**src/rtl/viterbi_acs_ctrl.sv**
```systemverilog
// Frame sequencer for the Viterbi datapath: clears ACS metrics, paces symbol
// intake, writes the survivor window and launches normal/flush tracebacks.
module viterbi_acs_ctrl #(
    parameter int TB_DEPTH = 64,
    parameter int FRAME_W  = 16,
    parameter int ADDR_W   = $clog2(TB_DEPTH)
) (
    input  logic               clk,
    input  logic               rst,
    input  logic               i_start,
    input  logic               i_constr_len,
    input  logic [FRAME_W-1:0] i_frame_len,
    input  logic               i_sym_valid,
    output logic               o_sym_ready,
    output logic               o_en_acs,
    output logic               o_acs_rst_n,
    output logic               o_constr_len,
    output logic               o_wr_en,
    output logic [ADDR_W-1:0]  o_wr_addr,
    output logic               o_tb_start,
    output logic [ADDR_W-1:0]  o_tb_addr,
    output logic               o_tb_flush,
    input  logic               i_tb_done,
    output logic               o_busy,
    output logic               o_done
);

    typedef enum logic [2:0] {IDLE, CLEAR, FILL, RUN, FLUSH, DONE} state_t;

    localparam logic [ADDR_W-1:0]  WPTR_MAX = ADDR_W'(TB_DEPTH - 1);
    localparam logic [FRAME_W-1:0] FILL_MAX = FRAME_W'(TB_DEPTH - 1);

    state_t             state, state_nxt;
    logic [FRAME_W-1:0] frame_len, sym_cnt;
    logic [ADDR_W-1:0]  wptr, last_addr;
    logic               tb_busy, flush_sent;
    logic               ready, accept, frame_end, fill_end, run_tb, flush_issue;

    assign ready       = ((state == FILL) || (state == RUN)) && !tb_busy;
    assign accept      = i_sym_valid && ready;
    assign frame_end   = accept && ((sym_cnt + FRAME_W'(1)) == frame_len);
    assign fill_end    = accept && (sym_cnt == FILL_MAX);
    assign run_tb      = accept && (state == RUN);
    assign flush_issue = (state == FLUSH) && !tb_busy && !flush_sent;

    // NOTE: sequential state uses non-blocking assignments so every register
    // samples pre-edge values regardless of statement order.
    always_ff @(posedge clk or posedge rst) begin
        if (rst) state <= IDLE;
        else     state <= state_nxt;
    end

    // NOTE: default first so no path through the case leaves state_nxt unassigned (no latch).
    always_comb begin
        state_nxt = state;
        case (state)
            IDLE:    if (i_start) state_nxt = (i_frame_len == '0) ? DONE : CLEAR;
            CLEAR:   state_nxt = FILL;
            FILL:    if (frame_end) state_nxt = FLUSH;
                     else if (fill_end) state_nxt = RUN;
            RUN:     if (frame_end) state_nxt = FLUSH;
            FLUSH:   if (flush_sent && tb_busy && i_tb_done) state_nxt = DONE;
            DONE:    state_nxt = IDLE;
            default: state_nxt = IDLE;
        endcase
    end

    always_comb begin
        o_sym_ready = ready;
        o_en_acs    = accept;
        o_wr_en     = accept;
        o_wr_addr   = wptr;
        o_busy      = (state != IDLE);
        o_done      = (state == DONE);
    end

    always_ff @(posedge clk or posedge rst) begin
        if (rst) begin
            frame_len    <= '0;
            sym_cnt      <= '0;
            wptr         <= '0;
            last_addr    <= '0;
            tb_busy      <= 1'b0;
            flush_sent   <= 1'b0;
            o_acs_rst_n  <= 1'b0;
            o_constr_len <= 1'b0;
            o_tb_start   <= 1'b0;
            o_tb_addr    <= '0;
            o_tb_flush   <= 1'b0;
        end else begin
            o_acs_rst_n <= (state_nxt != CLEAR);
            o_tb_start  <= 1'b0;
            o_tb_flush  <= 1'b0;

            if ((state == IDLE) && i_start) begin
                frame_len    <= i_frame_len;
                o_constr_len <= i_constr_len;
                sym_cnt      <= '0;
                wptr         <= '0;
                flush_sent   <= 1'b0;
            end

            if (accept) begin
                sym_cnt   <= sym_cnt + FRAME_W'(1);
                wptr      <= (wptr == WPTR_MAX) ? '0 : wptr + ADDR_W'(1);
                last_addr <= wptr;
            end

            if (run_tb) begin
                o_tb_start <= 1'b1;
                o_tb_addr  <= wptr;
            end else if (flush_issue) begin
                o_tb_start <= 1'b1;
                o_tb_addr  <= last_addr;
                o_tb_flush <= 1'b1;
                flush_sent <= 1'b1;
            end

            // A launch can only happen while idle, so set never meets a real done.
            if (run_tb || flush_issue) tb_busy <= 1'b1;
            else if (i_tb_done)        tb_busy <= 1'b0;
        end
    end

endmodule
```
**config.mk**
```make
export PLATFORM = sky130hd
export DESIGN_NAME = viterbi_acs_ctrl
export DESIGN_NICKNAME = d
export VERILOG_FILES = /design/src/rtl/viterbi_acs_ctrl.sv
export SDC_FILE = /design/constraint.sdc
export NUM_CORES = 1
export LEC_CHECK = 0
export ABC_AREA = 1
export BUFFER_PORTS_ARGS = -buffer_cell sky130_fd_sc_hd__buf_2
export CORE_AREA = 2 2 95 97
export CTS_CLUSTER_SIZE = 24
export DETAILED_ROUTE_END_ITERATION = 8
export DIE_AREA = 0 0 97 99
export PLACE_DENSITY = 0.54
export REMOVE_ABC_BUFFERS = 1
export SETUP_SLACK_MARGIN = 0.1
export SYNTH_ARGS = -nofsm -noshare
export SYNTH_HDL_FRONTEND = slang
export SYNTH_SLANG_ARGS = --single-unit
```
**constraint.sdc**
```tcl
create_clock -name clk -period 2.1 [get_ports clk]
set_input_delay 0.42 -clock clk [delete_from_list [all_inputs] [get_ports clk]]
set_output_delay 0.42 -clock clk [all_outputs]
set_load 0.005 [all_outputs]
```
# Word-level counts from Yosys, hierarchy flattened
# Index checks and enable logic that the tools add are counted.
dict set report word_totals {
  reg_bits 59
  in_bits 22
  word_cells 65
}
dict set report op_classes {
  addsub 2
  n_eq_ne 9
  muxes 22
  reduce_logical 20
}
# cell count
set op_table {}
lappend op_table {{16-bit 2-to-1 mux} 2}
lappend op_table {{6-bit 2-to-1 mux} 5}
lappend op_table {{3-bit 2-to-1 mux} 6}
lappend op_table {{16-bit by 1-bit adder with 16-bit output, second input constant} 1}
lappend op_table {{16-bit equality test} 1}
lappend op_table {{16-bit by 6-bit equality test with 1-bit output, second input constant} 1}
lappend op_table {{16-bit zero test} 1}
lappend op_table {{3-bit case mux with 5 select lines} 1}
lappend op_table {{1-bit logical AND} 10}
lappend op_table {{1-bit 2-to-1 mux} 8}
lappend op_table {{6-bit by 1-bit adder with 6-bit output, second input constant} 1}
lappend op_table {{3-bit by 2-bit equality test with 1-bit output, second input constant} 2}
lappend op_table {{3-bit equality test, second input constant} 2}
lappend op_table {{6-bit equality test, second input constant} 1}
lappend op_table {{2-bit nonzero test} 3}
lappend op_table {{3-bit by 1-bit equality test with 1-bit output, second input constant} 1}
lappend op_table {{3-bit zero test} 1}
lappend op_table {{3-bit by 1-bit != test with 1-bit output, second input constant} 1}
lappend op_table {{3-bit nonzero test} 1}
lappend op_table {{1-bit zero test} 2}
lappend op_table {{1-bit logical OR} 2}

# Depth between registers and ports, before layout
# Gate-level depths: netlist of the first run.
dict set report logic_depth {
  word_depth 9
  ltp_mapped 14
}

# Least setup slack after synthesis of the first run
# No wires, ideal clock.
dict set report synth_path {
  path_kind {reg2reg}
  from {register sym_cnt[0]}
  to {register o_acs_rst_n}
  setup_time_ps 129
  t_arrival_ps 1637
  path_slack_ps 333
  path_stages_with_launch 15
  n_path_buf 0
  synth_period_minus_slack_ps 1767
  cell_sequence {dfrtp_1 ha_1 nand3_1 nor2_2 nand2_1 nand2_1 nand2_1 inv_1 nor2_1 nand2_1 nor2_2 nand3_1 nor2_1 nor2_1 nand3_1}
}
dict set report synth_via {
  elab_chain_len 6
  word_cells_on_any_way 10
}
# element line_no
set synth_lines {}
lappend synth_lines {{start: declaration} 34} ;# logic [FRAME_W-1:0] frame_len, sym_cnt;
lappend synth_lines {{start signal: assignment} 104} ;# sym_cnt <= sym_cnt + FRAME_W'(1);
lappend synth_lines {{16-bit by 1-bit adder with 16-bit output / 16-bit by 6-bit equality test with 1-bit output (equally long branches)} {41, 42}}
lappend synth_lines {{16-bit equality test / 1-bit logical AND (equally long branches)} {41, 42}}
lappend synth_lines {{1-bit logical AND / 3-bit 2-to-1 mux (equally long branches)} {41, 60}}
lappend synth_lines {{3-bit 2-to-1 mux (on tied branches)} {61, 59}}
lappend synth_lines {{3-bit case mux with 5 select lines (*)} 56} ;# case (state)
lappend synth_lines {{3-bit by 1-bit != test with 1-bit output (*)} 91} ;# o_acs_rst_n <= (state_nxt != CLEAR);
lappend synth_lines {{end signal: assignment} 91}
lappend synth_lines {{end: declaration} 16} ;# output logic o_acs_rst_n,
# Mark *: on every way between the ends. The rest lies on a longest branch, timed or not.
# A chain may end at the register's enable or synchronous reset.

# Final worst setup path of the first run
# Ends and elaborated chain as after synthesis.

==> reports/results.tsv, run 1 <==
metric	value	unit
outcome	completed	
start_util	38.9	%
dr_total_vias	3227	
hold_ws	0.105	ns
routabilityCongestion	0.958	
drc	0	
setup_viol	0	
final_min_period_over_clock_period	93.2	%
reg2regPathDepth	14	
gr-max-usage-layer	met2	
grt_util_met1	27.8	%
instances_no_fill	624	
layout.core_utilization	47.8	%
tightest_slew	0.652	ns
place.detailed.instances	599	
max_rail_drop_vdd	0.000497	V
grt_usage	20.4	%
ys_seq_elements	59	
layout.cells.most_common_list	sky130_fd_sc_hd__nand2_1, sky130_fd_sc_hd__dfrtp_1, sky130_fd_sc_hd__inv_1, sky130_fd_sc_hd__nand3_1, sky130_fd_sc_hd__buf_2	
worst_setup_path_start_kind	flip-flop	
buffers_from_clock_root_to_sink_at_most	2	
die_height	99	µm
routed_wire_length_per_instance	14.9	µm
hold_class	in -> async	
synth.yosys.seq_area_share	44.4	%
totalNegativeSetupSlack	0	ns
gr-usage-met3	4.18	%
setup_crit_end_kind	flip-flop	
placement_rows	34	
ioPinCount	43	
maximum_number_of_pins_on_one_net_before_global_route_repair	40	
chipWidth	97	µm
syn_area	3320	µm²
final.min_clock_period	1.96	ns
global_route.overflow_total	0	
grt_pass1_wl	15.3	mm
critPathMaxFanout	7	
num_antenna_cells	0	
viasPerCell	5.17	
achievable-frequency	511	MHz
tritoncts	done	
drtAntennaViolNets	0	
leakagePower	2.01	nW
first_pass_iters	4	
h_tree_levels	3	
fill_cell_count	860	
grt_use_met2	31.6	%
violation_count_after_the_first_detailed_routing_iteration	137	
timing.max_cap.violations	0	
hold_viol_final	0	
cts_sinks	59	
vias_in_the_first_global_route	3073	
fin_worst_skew	0.00694	ns
arrival	2.24	ns
clock_tree.root_cell	sky130_fd_sc_hd__clkbuf_8	
headroom_to_the_max_slew_limit	56.1	%
detailedPlacementHpwl	6.78	mm
required	2.38	ns
power_per_cell_area	1210	nW/µm²
drt_wl_total	9.27	mm
tritoncts.num_buffers	9	
nNetsFinal	535	
portBuffers	42	
max_slew_vio_count	0	
die_area	9600	µm²
antenna_found_initial	0	
netlist-cell-type-count	32	
syn-instance-count	447	
post_route_cells_drive_above_1_share	23.3	%
fin_total_pwr	4.95	mW
layout.cells.most_common	sky130_fd_sc_hd__nand2_1	
synthesis.area_per_instance	7.44	µm²
rsz0062_at_grt	true	
area.growth.synth_to_final	22.8	%
fp.coreArea	8550	µm²
yosysWarnings	0	
cts.clk_slew.worst_paths	0.07	ns
clkLatencyLatePin	0.35	ns
timing.setup.critical_path_class	reg -> reg	
==> sequential cells by signal, summed over array words and instances, names as in the netlist <==
name          flops
flush_sent        1
frame_len        16
last_addr         6
o_acs_rst_n       1
o_constr_len      1
o_tb_addr         6
o_tb_flush        1
o_tb_start        1
o_wr_addr         6
state             3
sym_cnt          16
tb_busy           1
==> cell families (layout without fill, tap and decap cells) <==
group / after synthesis / after routing / synth area share [%]
xor+xnor: 7 / 7 / 2.26
buf+inv: 65 / 134 / 7.60
flops: 59 / 59 / 44.4
simple gates: 260 / 260 / 36.0
compound gates: 54 / 54 / 8.99
fa+ha+maj: 2 / 2 / 0.753
==> cells in the mapped netlist <==
library cell               count  share of area [%]
sky130_fd_sc_hd__inv_1        54                6.1
sky130_fd_sc_hd__xnor2_1       3               0.79
sky130_fd_sc_hd__nor2_4        3                1.0
sky130_fd_sc_hd__buf_2         1               0.15
sky130_fd_sc_hd__nand2_2       5               0.94
sky130_fd_sc_hd__buf_4         2               0.45
sky130_fd_sc_hd__nand2_1     131                 15
sky130_fd_sc_hd__a41oi_1       1               0.26
sky130_fd_sc_hd__clkbuf_1      7               0.79
sky130_fd_sc_hd__a31oi_1       1               0.19
sky130_fd_sc_hd__o21ai_0      34                5.1
sky130_fd_sc_hd__xnor3_1       1               0.68
sky130_fd_sc_hd__nor3_1        5               0.75
sky130_fd_sc_hd__dfrtp_1      59                 44
sky130_fd_sc_hd__nand2_4       1               0.34
sky130_fd_sc_hd__o211ai_1      2               0.45
sky130_fd_sc_hd__nor2_2        4               0.75
sky130_fd_sc_hd__nand3b_1      3               0.68
sky130_fd_sc_hd__nor2_1       32                3.6
sky130_fd_sc_hd__nand3_1      49                7.4
sky130_fd_sc_hd__ha_1          2               0.75
sky130_fd_sc_hd__a22oi_1       4               0.90
sky130_fd_sc_hd__xor2_1        3               0.79
sky130_fd_sc_hd__nor3_2        1               0.30
sky130_fd_sc_hd__nor4_1        6                1.1
sky130_fd_sc_hd__o22ai_1       7                1.3
sky130_fd_sc_hd__inv_2         1               0.11
sky130_fd_sc_hd__nor2_8        1               0.60
sky130_fd_sc_hd__nand4_1      18                3.4
sky130_fd_sc_hd__a21oi_1       3               0.45
sky130_fd_sc_hd__o21ai_1       2               0.30
sky130_fd_sc_hd__nand3_2       1               0.30
==> report_power, final <==
group | switching (mW) | leakage [nW] | internal (mW) | total, mW
registers | 0.377 | 0.750 | 1.53 | 1.91
logic | 1.15 | 1.16 | 0.821 | 1.97
clock network | 0.518 | 0.0998 | 0.555 | 1.07
==> path summary, 6_finish.rpt <==
check                             start       endpoint  slack, ns
max in group asynchronous           rst  frame_len[12]       1.54
max reg2reg                  sym_cnt[0]    o_acs_rst_n       0.14
min reg2reg                o_tb_addr[1]   o_tb_addr[1]       0.48
min in group clk              i_tb_done        tb_busy       0.26
min                                 rst   frame_len[3]       0.11
max                          sym_cnt[0]    o_acs_rst_n       0.14
==> layout make-up <==
| cell class | instances | area [µm²] | area share, % |
|---|---|---|---|
| sequential | 59 | 1480 | 36.2 |
| tap | 108 | 135 | 3.31 |
| clock buffer | 9 | 124 | 3.03 |
| inverter | 55 | 209 | 5.12 |
| multi-input combinational | 323 | 1680 | 41.2 |
| clock inverter | 7 | 77.6 | 1.90 |
| timing repair buffer | 63 | 375 | 9.19 |
==> metrics by stage <==
| stage | setup slack [ns] | area (µm²) |
|---|---|---|
| after CTS | 0.113 | 3920 |
| after global routing | -0.0297 | 4080 |
| after global placement | 0.177 | 3710 |
| final | 0.142 | 4080 |
| after detailed placement | 0.130 | 3710 |
| after floorplan | 0.209 | 3280 |
==> what timing repair did <==
| action | in CTS | in global routing |
|---|---|---|
| setup endpoints to repair | 2 | 6 |
| setup buffers | 0 | 9 |
| hold buffers | 0 | 0 |
| pin swaps | 0 | 16 |
| gates resized for setup | 3 | 26 |
==> layer usage <==
metal,up-vias,share of wire (%)
li1,1614,-
met1,1517,48
met2,75,45
met3,21,3.9
met4,0,2.8
met5,-,0
==> worst max-delay path: stages, from the launching register on <==
cell and delay [ns]:
sky130_fd_sc_hd__dfrtp_1 0.40, sky130_fd_sc_hd__buf_6 0.12, sky130_fd_sc_hd__nand2_2 0.05, sky130_fd_sc_hd__nor2_4 0.23, sky130_fd_sc_hd__buf_6 0.15, sky130_fd_sc_hd__nand3_1 0.09, sky130_fd_sc_hd__nand2_1 0.10, sky130_fd_sc_hd__nand3_1 0.08
sky130_fd_sc_hd__nand2_2 0.10, sky130_fd_sc_hd__nand2_1 0.08, sky130_fd_sc_hd__nor2_2 0.13, sky130_fd_sc_hd__nand2_1 0.06, sky130_fd_sc_hd__nor2_1 0.09, sky130_fd_sc_hd__nand4_1 0.12, sky130_fd_sc_hd__nand3_1 0.09
Note: power is estimated with default switching activity, not from simulation.
==> run 2: changes to the inputs <==
Settings changed: MAX_ROUTING_LAYER set to met4.
==> reports/results.tsv, run 2 (same netlist as run 1, synthesis figures left out) <==
metric	value	unit
outcome	completed	
critPathMaxFanout	7	
dr_total_vias	3233	
layout.cells.most_common	sky130_fd_sc_hd__nand2_1	
timing.max_cap.violations	0	
antenna_found_initial	0	
headroom_to_the_max_slew_limit	55.4	%
h_tree_levels	3	
ioPinCount	43	
maximum_number_of_pins_on_one_net_before_global_route_repair	40	
final_min_period_over_clock_period	93.0	%
fp.coreArea	8550	µm²
violation_count_after_the_first_detailed_routing_iteration	130	
area.growth.synth_to_final	22.8	%
grt_usage	21.0	%
fill_cell_count	860	
chipWidth	97	µm
final.min_clock_period	1.95	ns
start_util	38.9	%
power_per_cell_area	1210	nW/µm²
post_route_cells_drive_above_1_share	23.3	%
max_slew_vio_count	0	
first_pass_iters	6	
placement_rows	34	
cts.clk_slew.worst_paths	0.07	ns
fin_worst_skew	0.00906	ns
achievable-frequency	512	MHz
routabilityCongestion	0.975	
viasPerCell	5.18	
buffers_from_clock_root_to_sink_at_most	2	
worst_setup_path_start_kind	flip-flop	
totalNegativeSetupSlack	0	ns
max_rail_drop_vdd	0.000497	V
routed_wire_length_per_instance	14.8	µm
layout.core_utilization	47.8	%
arrival	2.24	ns
tightest_slew	0.663	ns
die_height	99	µm
leakagePower	2.01	nW
nNetsFinal	535	
clock_tree.root_cell	sky130_fd_sc_hd__clkbuf_8	
vias_in_the_first_global_route	3075	
grt_pass1_wl	15.3	mm
layout.cells.most_common_list	sky130_fd_sc_hd__nand2_1, sky130_fd_sc_hd__dfrtp_1, sky130_fd_sc_hd__inv_1, sky130_fd_sc_hd__nand3_1, sky130_fd_sc_hd__buf_2	
num_antenna_cells	0	
seq_area	1480	µm²
fin_area	4080	µm²
rsz0062_at_grt	true	
setup_viol	0	
portBuffers	42	
required	2.38	ns
placement.cell_area	3710	µm²
hold_ws	0.108	ns
drtAntennaViolNets	0	
setup_crit_end_kind	flip-flop	
multi_input_area	1680	µm²
reg_top3	frame_len x16, sym_cnt x16	
die_area	9600	µm²
clkLatencyLatePin	0.35	ns
hold_class	in -> async	
drt_wl_total	9.23	mm
drc	0	
reg2reg_slack	0.15	ns
cts_sinks	59	
global_route.overflow_total	0	
tritoncts.num_buffers	9	
detailedPlacementHpwl	6.78	mm
timing.setup.critical_path_class	reg -> reg	
hold_viol_final	0	
tritoncts	done	
-- run 2: cell counts in the layout (fill, tap and decap cells not counted) --
No cell type changed its count.
-- run 2: where the power goes --
| group | internal (mW) | switching, mW |
|---|---|---|
| combinational | 0.821 | 1.15 |
| clock | 0.555 | 0.518 |
| sequential | 1.53 | 0.376 |
| total | 2.91 | 2.04 |
-- run 2: cell type report --
cell class	count	area share, %
Tap cell	108	3.31
Sequential cell	59	36.2
Multi-Input combinational cell	323	41.2
Clock buffer	9	3.03
Timing Repair Buffer	63	9.19
Inverter	55	5.12
Clock inverter	7	1.90
-- run 2: worst paths after layout --
kind	startpoint	endpoint	cells after the start
worst min register to register	o_tb_addr[1]	o_tb_addr[1]	2
min in group clk	i_tb_done	tb_busy	2
worst min-delay path	rst	sym_cnt[0]	3
worst max register to register	sym_cnt[0]	o_acs_rst_n	14
worst max-delay path	sym_cnt[0]	o_acs_rst_n	14
max in group asynchronous	rst	frame_len[12]	3
-- run 2: routing by layer --
layer  track usage [%]  wire, µm  vias up
li1                  -         -     1610
met1              27.8      4260     1500
met2              31.5      4270      104
met3              3.97       468       19
met4              9.21       235        0
met5                 -         0        -
-- run 2: timing repair --
action	in CTS	in global routing
hold buffers	0	0
pin swaps	0	16
resized for setup	3	26
buffers inserted	0	9
endpoints found under the setup margin	2	6
-- run 2: critical path, stage by stage (launching register included) --
cell                      delay, ns
sky130_fd_sc_hd__dfrtp_1       0.40
sky130_fd_sc_hd__buf_6         0.12
sky130_fd_sc_hd__nand2_2       0.05
sky130_fd_sc_hd__nor2_4        0.23
sky130_fd_sc_hd__buf_6         0.15
sky130_fd_sc_hd__nand3_1       0.09
sky130_fd_sc_hd__nand2_1       0.10
sky130_fd_sc_hd__nand3_1       0.08
sky130_fd_sc_hd__nand2_2       0.10
sky130_fd_sc_hd__nand2_1       0.07
sky130_fd_sc_hd__nor2_2        0.13
sky130_fd_sc_hd__nand2_1       0.06
sky130_fd_sc_hd__nor2_1        0.09
sky130_fd_sc_hd__nand4_1       0.12
sky130_fd_sc_hd__nand3_1       0.09
-- run 2: metrics by stage --
stage	setup WS, ns	std cells	power [mW]
after floorplan	0.209	437	3.04
after global placement	0.177	599	3.65
after detailed placement	0.130	599	3.68
after CTS	0.113	615	4.78
after global routing	-0.0297	624	5.39
final	0.148	624	4.95
